**src/rtl/decode_stage_if.sv**
```systemverilog
// Fetch -> decode -> rename bundle interface.
// The master drives the fetch bundle, the flush and rename_rdy.
// The slave is the decode stage, which returns decoder_rdy and the decoded pair.
interface decode_stage_if #(
  parameter int XLEN = 32
);
  // fetch side
  logic            flush;
  logic            inst_val;
  logic            decoder_rdy;
  logic [XLEN-1:0] pc;
  logic [XLEN-1:0] pc_4;
  logic [XLEN-1:0] inst0;
  logic [XLEN-1:0] inst1;

  // rename side
  logic            dec_val;
  logic            rename_rdy;
  logic [XLEN-1:0] dec_pc0;
  logic [XLEN-1:0] dec_pc1;
  logic [3:0]      dec_cls0;
  logic [3:0]      dec_cls1;
  logic [14:0]     dec_regs0;
  logic [14:0]     dec_regs1;
  logic [XLEN-1:0] dec_imm0;
  logic [XLEN-1:0] dec_imm1;
  logic [3:0]      dec_fn0;
  logic [3:0]      dec_fn1;
  logic [2:0]      dec_flags0;
  logic [2:0]      dec_flags1;

  modport master (
    output flush, inst_val, pc, pc_4, inst0, inst1, rename_rdy,
    input  decoder_rdy, dec_val, dec_pc0, dec_pc1, dec_cls0, dec_cls1,
           dec_regs0, dec_regs1, dec_imm0, dec_imm1, dec_fn0, dec_fn1,
           dec_flags0, dec_flags1
  );

  modport slave (
    input  flush, inst_val, pc, pc_4, inst0, inst1, rename_rdy,
    output decoder_rdy, dec_val, dec_pc0, dec_pc1, dec_cls0, dec_cls1,
           dec_regs0, dec_regs1, dec_imm0, dec_imm1, dec_fn0, dec_fn1,
           dec_flags0, dec_flags1
  );
endinterface

```
**src/rtl/decode_stage.sv**
```systemverilog
// Two-wide RV32I decode stage with an output register (R) and a skid
// register (S). Both registers hold fully decoded fields.
//
// Handshake: a bundle moves from fetch when inst_val && decoder_rdy && !flush,
// and a pair moves to rename when dec_val && rename_rdy && !flush. decoder_rdy
// is !S_valid only, so it never depends combinationally on rename_rdy. Once
// dec_val is high, every dec_* output holds until rename takes the pair.
module decode_stage #(
  parameter int XLEN = 32
) (
  input  logic              clk,
  input  logic              rst_n,
  decode_stage_if.slave     bus,
  output logic [1:0]        dbg_valid   // {S_valid, R_valid}
);

  localparam logic [3:0] CLS_R_ALU  = 4'd0;
  localparam logic [3:0] CLS_I_ALU  = 4'd1;
  localparam logic [3:0] CLS_LOAD   = 4'd2;
  localparam logic [3:0] CLS_STORE  = 4'd3;
  localparam logic [3:0] CLS_BRANCH = 4'd4;
  localparam logic [3:0] CLS_JAL    = 4'd5;
  localparam logic [3:0] CLS_JALR   = 4'd6;
  localparam logic [3:0] CLS_LUI    = 4'd7;
  localparam logic [3:0] CLS_AUIPC  = 4'd8;
  localparam logic [3:0] CLS_SYS    = 4'd9;
  localparam logic [3:0] CLS_ILL    = 4'd15;

  typedef struct packed {
    logic [XLEN-1:0] pc;
    logic [3:0]      cls;
    logic [14:0]     regs;   // {rd, rs1, rs2}
    logic [XLEN-1:0] imm;
    logic [3:0]      fn;     // {inst[30], funct3}
    logic [2:0]      flags;  // {writes_rd, uses_rs2, uses_rs1}
  } slot_t;

  typedef struct packed {
    slot_t s0;
    slot_t s1;
  } bundle_t;

  // Decode one raw word into its slot fields.
  function automatic slot_t decode_slot(input logic [XLEN-1:0] a,
                                        input logic [XLEN-1:0] inst);
    slot_t       s;
    logic [31:0] w;
    logic [31:0] imm32;
    logic        wr;
    logic        u2;
    logic        u1;
    w      = inst[31:0];
    s.pc   = a;
    s.regs = {w[11:7], w[19:15], w[24:20]};
    s.fn   = {w[30], w[14:12]};
    s.cls  = CLS_ILL;
    imm32  = '0;
    wr     = 1'b0;
    u2     = 1'b0;
    u1     = 1'b0;
    if (w[1:0] == 2'b11) begin
      case (w[6:2])
        5'b01100: begin s.cls = CLS_R_ALU; wr = 1'b1; u2 = 1'b1; u1 = 1'b1; end
        5'b00100: begin s.cls = CLS_I_ALU; wr = 1'b1; u1 = 1'b1;
                        imm32 = {{20{w[31]}}, w[31:20]}; end
        5'b00000: begin s.cls = CLS_LOAD; wr = 1'b1; u1 = 1'b1;
                        imm32 = {{20{w[31]}}, w[31:20]}; end
        5'b01000: begin s.cls = CLS_STORE; u2 = 1'b1; u1 = 1'b1;
                        imm32 = {{20{w[31]}}, w[31:25], w[11:7]}; end
        5'b11000: begin s.cls = CLS_BRANCH; u2 = 1'b1; u1 = 1'b1;
                        imm32 = {{19{w[31]}}, w[31], w[7], w[30:25], w[11:8], 1'b0}; end
        5'b11011: begin s.cls = CLS_JAL; wr = 1'b1;
                        imm32 = {{11{w[31]}}, w[31], w[19:12], w[20], w[30:21], 1'b0}; end
        5'b11001: begin s.cls = CLS_JALR; wr = 1'b1; u1 = 1'b1;
                        imm32 = {{20{w[31]}}, w[31:20]}; end
        5'b01101: begin s.cls = CLS_LUI; wr = 1'b1; imm32 = {w[31:12], 12'h000}; end
        5'b00101: begin s.cls = CLS_AUIPC; wr = 1'b1; imm32 = {w[31:12], 12'h000}; end
        5'b00011,
        5'b11100: begin s.cls = CLS_SYS; imm32 = {{20{w[31]}}, w[31:20]}; end
        default:  ;
      endcase
    end
    s.imm   = XLEN'($signed(imm32));
    // A write to x0 is architecturally a no-op, so rename never sees it.
    s.flags = {wr && (w[11:7] != 5'd0), u2, u1};
    return s;
  endfunction

  bundle_t r_data;
  bundle_t s_data;
  bundle_t new_data;
  logic    r_valid;
  logic    s_valid;
  logic    accept;
  logic    xfer;
  logic    r_load_new;
  logic    r_load_skid;
  logic    s_load;

  // Decode the offered bundle and work out where it lands this cycle.
  always_comb begin
    new_data.s0 = decode_slot(bus.pc, bus.inst0);
    new_data.s1 = decode_slot(bus.pc_4, bus.inst1);
    accept      = bus.inst_val && !s_valid && !bus.flush;
    xfer        = r_valid && bus.rename_rdy;
    r_load_skid = xfer && s_valid;
    r_load_new  = accept && (!r_valid || (xfer && !s_valid));
    s_load      = accept && !r_load_new;
  end

  // Output/skid register pair; flush empties both ahead of any other event.
  always_ff @(posedge clk or negedge rst_n) begin
    if (!rst_n) begin
      r_valid <= 1'b0;
      s_valid <= 1'b0;
      r_data  <= '0;
      s_data  <= '0;
    end else if (bus.flush) begin
      r_valid <= 1'b0;
      s_valid <= 1'b0;
    end else begin
      if (r_load_skid) r_data <= s_data;
      else if (r_load_new) r_data <= new_data;
      if (s_load) s_data <= new_data;
      r_valid <= r_load_new || r_load_skid || (r_valid && !xfer);
      s_valid <= s_load || (s_valid && !r_load_skid);
    end
  end

  assign bus.decoder_rdy = !s_valid;
  assign bus.dec_val     = r_valid;
  assign bus.dec_pc0     = r_data.s0.pc;
  assign bus.dec_cls0    = r_data.s0.cls;
  assign bus.dec_regs0   = r_data.s0.regs;
  assign bus.dec_imm0    = r_data.s0.imm;
  assign bus.dec_fn0     = r_data.s0.fn;
  assign bus.dec_flags0  = r_data.s0.flags;
  assign bus.dec_pc1     = r_data.s1.pc;
  assign bus.dec_cls1    = r_data.s1.cls;
  assign bus.dec_regs1   = r_data.s1.regs;
  assign bus.dec_imm1    = r_data.s1.imm;
  assign bus.dec_fn1     = r_data.s1.fn;
  assign bus.dec_flags1  = r_data.s1.flags;
  assign dbg_valid       = {s_valid, r_valid};

endmodule

```
**src/flat_wrapper.sv**
```systemverilog
// flat-port wrapper written by rule: the top's interface ports become plain ports
module decode_stage_flat 
#(
  parameter int XLEN = 32
)
  (clk, rst_n, dbg_valid, bus_flush, bus_inst_val, bus_pc, bus_pc_4, bus_inst0, bus_inst1, bus_rename_rdy, bus_decoder_rdy, bus_dec_val, bus_dec_pc0, bus_dec_pc1, bus_dec_cls0, bus_dec_cls1, bus_dec_regs0, bus_dec_regs1, bus_dec_imm0, bus_dec_imm1, bus_dec_fn0, bus_dec_fn1, bus_dec_flags0, bus_dec_flags1);
  decode_stage_if #(.XLEN(XLEN)) bus_i ();
  input  logic clk;
  input  logic rst_n;
  output logic [1:0] dbg_valid;
  input wire logic [$bits(bus_i.flush)-1:0] bus_flush;
  input wire logic [$bits(bus_i.inst_val)-1:0] bus_inst_val;
  input wire logic [$bits(bus_i.pc)-1:0] bus_pc;
  input wire logic [$bits(bus_i.pc_4)-1:0] bus_pc_4;
  input wire logic [$bits(bus_i.inst0)-1:0] bus_inst0;
  input wire logic [$bits(bus_i.inst1)-1:0] bus_inst1;
  input wire logic [$bits(bus_i.rename_rdy)-1:0] bus_rename_rdy;
  output wire logic [$bits(bus_i.decoder_rdy)-1:0] bus_decoder_rdy;
  output wire logic [$bits(bus_i.dec_val)-1:0] bus_dec_val;
  output wire logic [$bits(bus_i.dec_pc0)-1:0] bus_dec_pc0;
  output wire logic [$bits(bus_i.dec_pc1)-1:0] bus_dec_pc1;
  output wire logic [$bits(bus_i.dec_cls0)-1:0] bus_dec_cls0;
  output wire logic [$bits(bus_i.dec_cls1)-1:0] bus_dec_cls1;
  output wire logic [$bits(bus_i.dec_regs0)-1:0] bus_dec_regs0;
  output wire logic [$bits(bus_i.dec_regs1)-1:0] bus_dec_regs1;
  output wire logic [$bits(bus_i.dec_imm0)-1:0] bus_dec_imm0;
  output wire logic [$bits(bus_i.dec_imm1)-1:0] bus_dec_imm1;
  output wire logic [$bits(bus_i.dec_fn0)-1:0] bus_dec_fn0;
  output wire logic [$bits(bus_i.dec_fn1)-1:0] bus_dec_fn1;
  output wire logic [$bits(bus_i.dec_flags0)-1:0] bus_dec_flags0;
  output wire logic [$bits(bus_i.dec_flags1)-1:0] bus_dec_flags1;
  assign bus_i.flush = bus_flush;
  assign bus_i.inst_val = bus_inst_val;
  assign bus_i.pc = bus_pc;
  assign bus_i.pc_4 = bus_pc_4;
  assign bus_i.inst0 = bus_inst0;
  assign bus_i.inst1 = bus_inst1;
  assign bus_i.rename_rdy = bus_rename_rdy;
  assign bus_decoder_rdy = bus_i.decoder_rdy;
  assign bus_dec_val = bus_i.dec_val;
  assign bus_dec_pc0 = bus_i.dec_pc0;
  assign bus_dec_pc1 = bus_i.dec_pc1;
  assign bus_dec_cls0 = bus_i.dec_cls0;
  assign bus_dec_cls1 = bus_i.dec_cls1;
  assign bus_dec_regs0 = bus_i.dec_regs0;
  assign bus_dec_regs1 = bus_i.dec_regs1;
  assign bus_dec_imm0 = bus_i.dec_imm0;
  assign bus_dec_imm1 = bus_i.dec_imm1;
  assign bus_dec_fn0 = bus_i.dec_fn0;
  assign bus_dec_fn1 = bus_i.dec_fn1;
  assign bus_dec_flags0 = bus_i.dec_flags0;
  assign bus_dec_flags1 = bus_i.dec_flags1;
  decode_stage #(.XLEN(XLEN)) u_core (.clk(clk), .rst_n(rst_n), .bus(bus_i), .dbg_valid(dbg_valid));
endmodule
```
**config.mk**
```make
export PLATFORM = sky130hd
export DESIGN_NAME = decode_stage_flat
export DESIGN_NICKNAME = d
export VERILOG_FILES = /design/src/rtl/decode_stage_if.sv /design/src/rtl/decode_stage.sv /design/src/flat_wrapper.sv
export SDC_FILE = /design/constraint.sdc
export NUM_CORES = 1
export LEC_CHECK = 0
export ABC_AREA = 1
export CAP_MARGIN = 10
export CELL_PAD_IN_SITES_DETAIL_PLACEMENT = 1
export CELL_PAD_IN_SITES_GLOBAL_PLACEMENT = 1
export CORE_MARGIN = 2
export CORE_UTILIZATION = 35
export CTS_BUF_LIST = sky130_fd_sc_hd__clkbuf_4 sky130_fd_sc_hd__clkbuf_8
export CTS_CLUSTER_SIZE = 20
export DETAILED_ROUTE_END_ITERATION = 7
export PLACE_DENSITY = 0.87
export SLEW_MARGIN = 5
export SYNTH_ARGS = -nofsm -noshare
export SYNTH_HDL_FRONTEND = slang
export SYNTH_SLANG_ARGS = --single-unit
export TNS_END_PERCENT = 30
```
**constraint.sdc**
```tcl
create_clock -name clk -period 1.4 [get_ports clk]
set_input_delay 0.42 -clock clk [delete_from_list [all_inputs] [get_ports clk]]
set_output_delay 0.42 -clock clk [all_outputs]
set_load 0.02 [all_outputs]
```
==> impl_metrics.py <==
metrics = {
    "sta": {
        "rsz0062_at_grt": "yes",
        "fin_worst_skew_ps": 34.29,
        "fmax_mhz": 550.9,
        "setup_violations": 545,
        "finalWorstSetupSlack_ps": -415.2,
        "post-route-period-util_pct": 129.7,
        "timing.max_slew.rel_slack_pct": 73.87,
        "fin_worst_hold_slack_ps": 207.1,
        "endpoints_failing_hold": 0,
        "final_period_minus_worst_setup_slack_ps": 1815,
        "maxSlewViolCount": 0,
        "tightestPinTransition_ps": 388.4,
    },
    "cts": {
        "cts_made_buffers": 68,
        "cts_max_level": 3,
        "clock_sinks": 362,
        "worst_skew_pair.late_latency_ps": 640,
        "cts.path.max_buffers": 3,
        "cts_root_buffer_type": "clkbuf_8",
        "clk_pin_slew_ps": 60,
        "tritoncts": "built",
    },
    "global_route": {
        "grt_pass1_vias": 18940,
        "grt_util_all_layers_pct": 27.09,
        "antenna_found_initial": 11,
        "grt_first_pass_wirelength_microns": 106000,
        "grt_start_max_net_pins": 62,
        "global_route.overflow_total": 0,
    },
    "place": {
        "numPortBuffers": 316,
        "numPlacedInstances": 3127,
        "total_placed_instance_area_sq_mm": 0.02191,
        "dpl.hpwl_microns": 43150,
        "pre_cts_ws_ps": -978.8,
        "weighted_congestion_at_the_end_of_routability_driven_global_placement": 0.8738,
    },
    "floorplanning": {
        "start_util_pct": 35.47,
        "die_y_microns": 221.2,
        "die_span_x_microns": 221.2,
        "row_count": 79,
        "fp.coreArea_sq_mm": 0.04656,
        "top_level_ports": 317,
        "dieArea_sq_mm": 0.04893,
    },
    "logic_synthesis": {
        "synth_flop_cell": "dfrtp_1",
        "asyncSetResetFlopFracSynth_pct": 100.0,
        "ys_ff_latch": 362,
        "synth_commonest_cells": "nand2_1 (959), dfrtp_1 (362), nor2_1 (252)",
        "ys_top_cells_by_area": "dfrtp_1 (55%), nand2_1 (22%), nor2_1 (5.7%)",
        "synth-edff-count": 0,
        "synthDominantCellAreaShare_pct": 54.86,
        "synth.lib_cells_used.distinct": 27,
        "most_common_cell_in_the_netlist": "nand2_1",
        "synthDominantAreaCellType": "dfrtp_1",
        "synth_fp_nets": 2277,
        "synthesis.area_per_instance_sq_um": 7.702,
        "netlist_instances": 2144,
        "synthesis.yosys.warnings": 0,
        "synth_sequential_area_ratio_pct": 54.86,
        "syn-cell-area_sq_mm": 0.01651,
    },
    "routing": {
        "drt-vias-per-instance": 5.380,
        "vias": 18040,
        "number_of_design_rule_violations_left_by_the_first_detailed_router_iteration": 1543,
        "drc": 0,
        "routed_wirelength_microns": 74300,
        "drt-pass1-iter-count": 5,
        "route.detailed.wl_per_inst_microns": 22.16,
        "antenna_left": 0,
    },
    "worst_hold_path": {
        "hold_path.class": "in2async",
    },
    "worst_setup_path": {
        "path_buf_inv": 3,
        "timing.critical_path.slowest_cell_delay_ps": 430,
        "cp-startpoint": "u_core.s_valid",
        "crit_family": "compound AO/OA/AOI/OAI gates",
        "critical_path_peak_fanout": 14,
        "crit_slowest_cell": "dfrtp_1",
        "crit_arrival_ps": 2300,
        "timing.critical_path.required_ps": 1890,
        "cp-start-kind": "flip-flop",
        "critPathKind": "reg2reg",
        "rr_startpoint": "u_core.s_valid",
        "worstPathCellList": "inv_4, nand3_4, o21ai_4, nand2_4, inv_12, buf_16, nor2_2, a31oi_1",
        "setup.worst_path.end_class": "flip-flop",
    },
    "final_layout": {
        "fillers": 5399,
        "layoutNonFillerInstCount": 3353,
        "finalNetCount": 2820,
        "layout-area-overhead-vs-synth_pct": 52.78,
        "final_design_area_no_fill_sq_mm": 0.02523,
        "drive_gt1_share_pct": 24.98,
    },
    "pwr": {
        "leakage_nw": 13.03,
        "vdd_drop_max_mv": 0.9967,
        "pwr_density_cell_mw_per_mm2": 1265,
        "totalPowerFinal_mw": 31.92,
    },
    "status": {
        "failed_checks": "negative setup slack",
        "outcome": "complete, but fails checks",
    },
    "run": {
        "maxCapViolations": 0,
    },
}
==> cell usage in the layout, fill, tap and decap left out, types with 3 or more instances in the layout <==
cell type,count
dfrtp_1,359
nor2_4,12
dfrtp_2,3
a21oi_1,60
buf_16,13
clkbuf_4,27
nand4_1,17
clkbuf_16,16
nor3_1,3
clkbuf_8,84
a31oi_1,95
nand3_2,6
a31oi_4,5
o21bai_1,4
buf_12,39
a31oi_2,4
o21ai_1,80
nor2_2,13
o21ai_2,5
o21ai_0,19
nand2_1,945
diode_2,12
nor2_1,233
inv_2,12
clkdlybuf4s50_1,121
nand3_1,68
buf_6,192
nand2_2,14
clkinv_2,3
buf_4,213
buf_8,4
inv_1,31
dlymetal6s2s_1,8
==> power by group <==
group	internal (mW)	total, mW	leakage (nW)	switching [mW]
Clock	6.28	11.2	0.758	4.87
Sequential	12.0	13.3	4.56	1.29
Combinational	3.51	7.43	7.71	3.92
Total	21.8	31.9	13.0	10.1
==> metrics by stage <==
stage                     setup TNS (ps)  util [%]
after floorplan                   -21510         -
after global placement           -261420     47.06
after detailed placement         -285740     47.06
after CTS                        -118910     52.24
after global routing             -157220     54.18
final                            -119570     54.19
==> sequential cells by signal (all words and copies together), names as in the netlist <==
name / count
u_core.bus.dec_fn1: 4
u_core.bus.dec_pc0: 32
u_core.bus.dec_cls1: 4
u_core.bus.dec_flags0: 3
u_core.s_data: 180
u_core.bus.dec_imm1: 32
u_core.bus.dec_fn0: 4
u_core.s_valid: 1
u_core.bus.dec_pc1: 32
u_core.bus.dec_imm0: 32
u_core.bus.dec_val: 1
u_core.bus.dec_flags1: 3
u_core.bus.dec_regs0: 15
u_core.bus.dec_regs1: 15
u_core.bus.dec_cls0: 4
==> worst reg2reg max path, stage by stage, from the launching register on <==
cell and delay (ps):
dfrtp_1 430, inv_4 110, nand3_4 90, o21ai_4 190, nand2_4 130, inv_12 150, buf_16 160, nor2_2 80
a31oi_1 330
==> final timing paths <==
path / endpoint / cells after the start / slack [ps]
min in group clk: u_core.s_data[86] / 3 / 370
min: u_core.bus.dec_pc1[22] / 2 / 210
max: u_core.bus.dec_pc0[15] / 8 / -420
max reg2reg: u_core.bus.dec_pc0[15] / 8 / -420
min reg2reg: u_core.s_data[6] / 2 / 470
max in group asynchronous: u_core.s_data[6] / 4 / 510
==> area by class of cell <==
class	count	area [sq um]	share of cell area (%)
antenna	12	30.03	0.1190
clock buffer	111	1359	5.386
clock inverter	6	61.31	0.2430
inverter	49	226.5	0.8977
multi-input combinational	1595	6994	27.73
sequential	362	9062	35.92
tap	607	759.5	3.011
timing repair buffer	609	6699	26.55
timing repair inverter	2	35.03	0.1389
==> per-layer routing <==
layer	routed length, microns	global-route usage [%]	up-vias
met4	3481	13.47	0
met3	4435	4.435	231
met1	29420	33.59	9083
met2	36970	45.81	779
met5	0	0	-
li1	-	-	7946
==> cells by family (layout without fill, tap and decap cells) <==
| logic type | after synthesis | count (layout) | synth area share [%] |
|---|---|---|---|
| and+or+nand+nor | 1318 | 1318 | 31.08 |
| DFF | 362 | 362 | 54.86 |
| AOI/OAI and AO/OA | 277 | 277 | 9.282 |
| buffers and inverters | 187 | 777 | 4.781 |
| other | 0 | 12 | 0 |
==> what timing repair did <==
item                       in CTS  in global routing
cloned                          4                 22
gates resized for setup      1020                 83
setup buffers                  63                 10
pin swaps                       0                  6
hold buffers                    1                  0
setup endpoints to repair     545                545
hold endpoints to repair      251                  0
(Power assumes the default switching activity.)
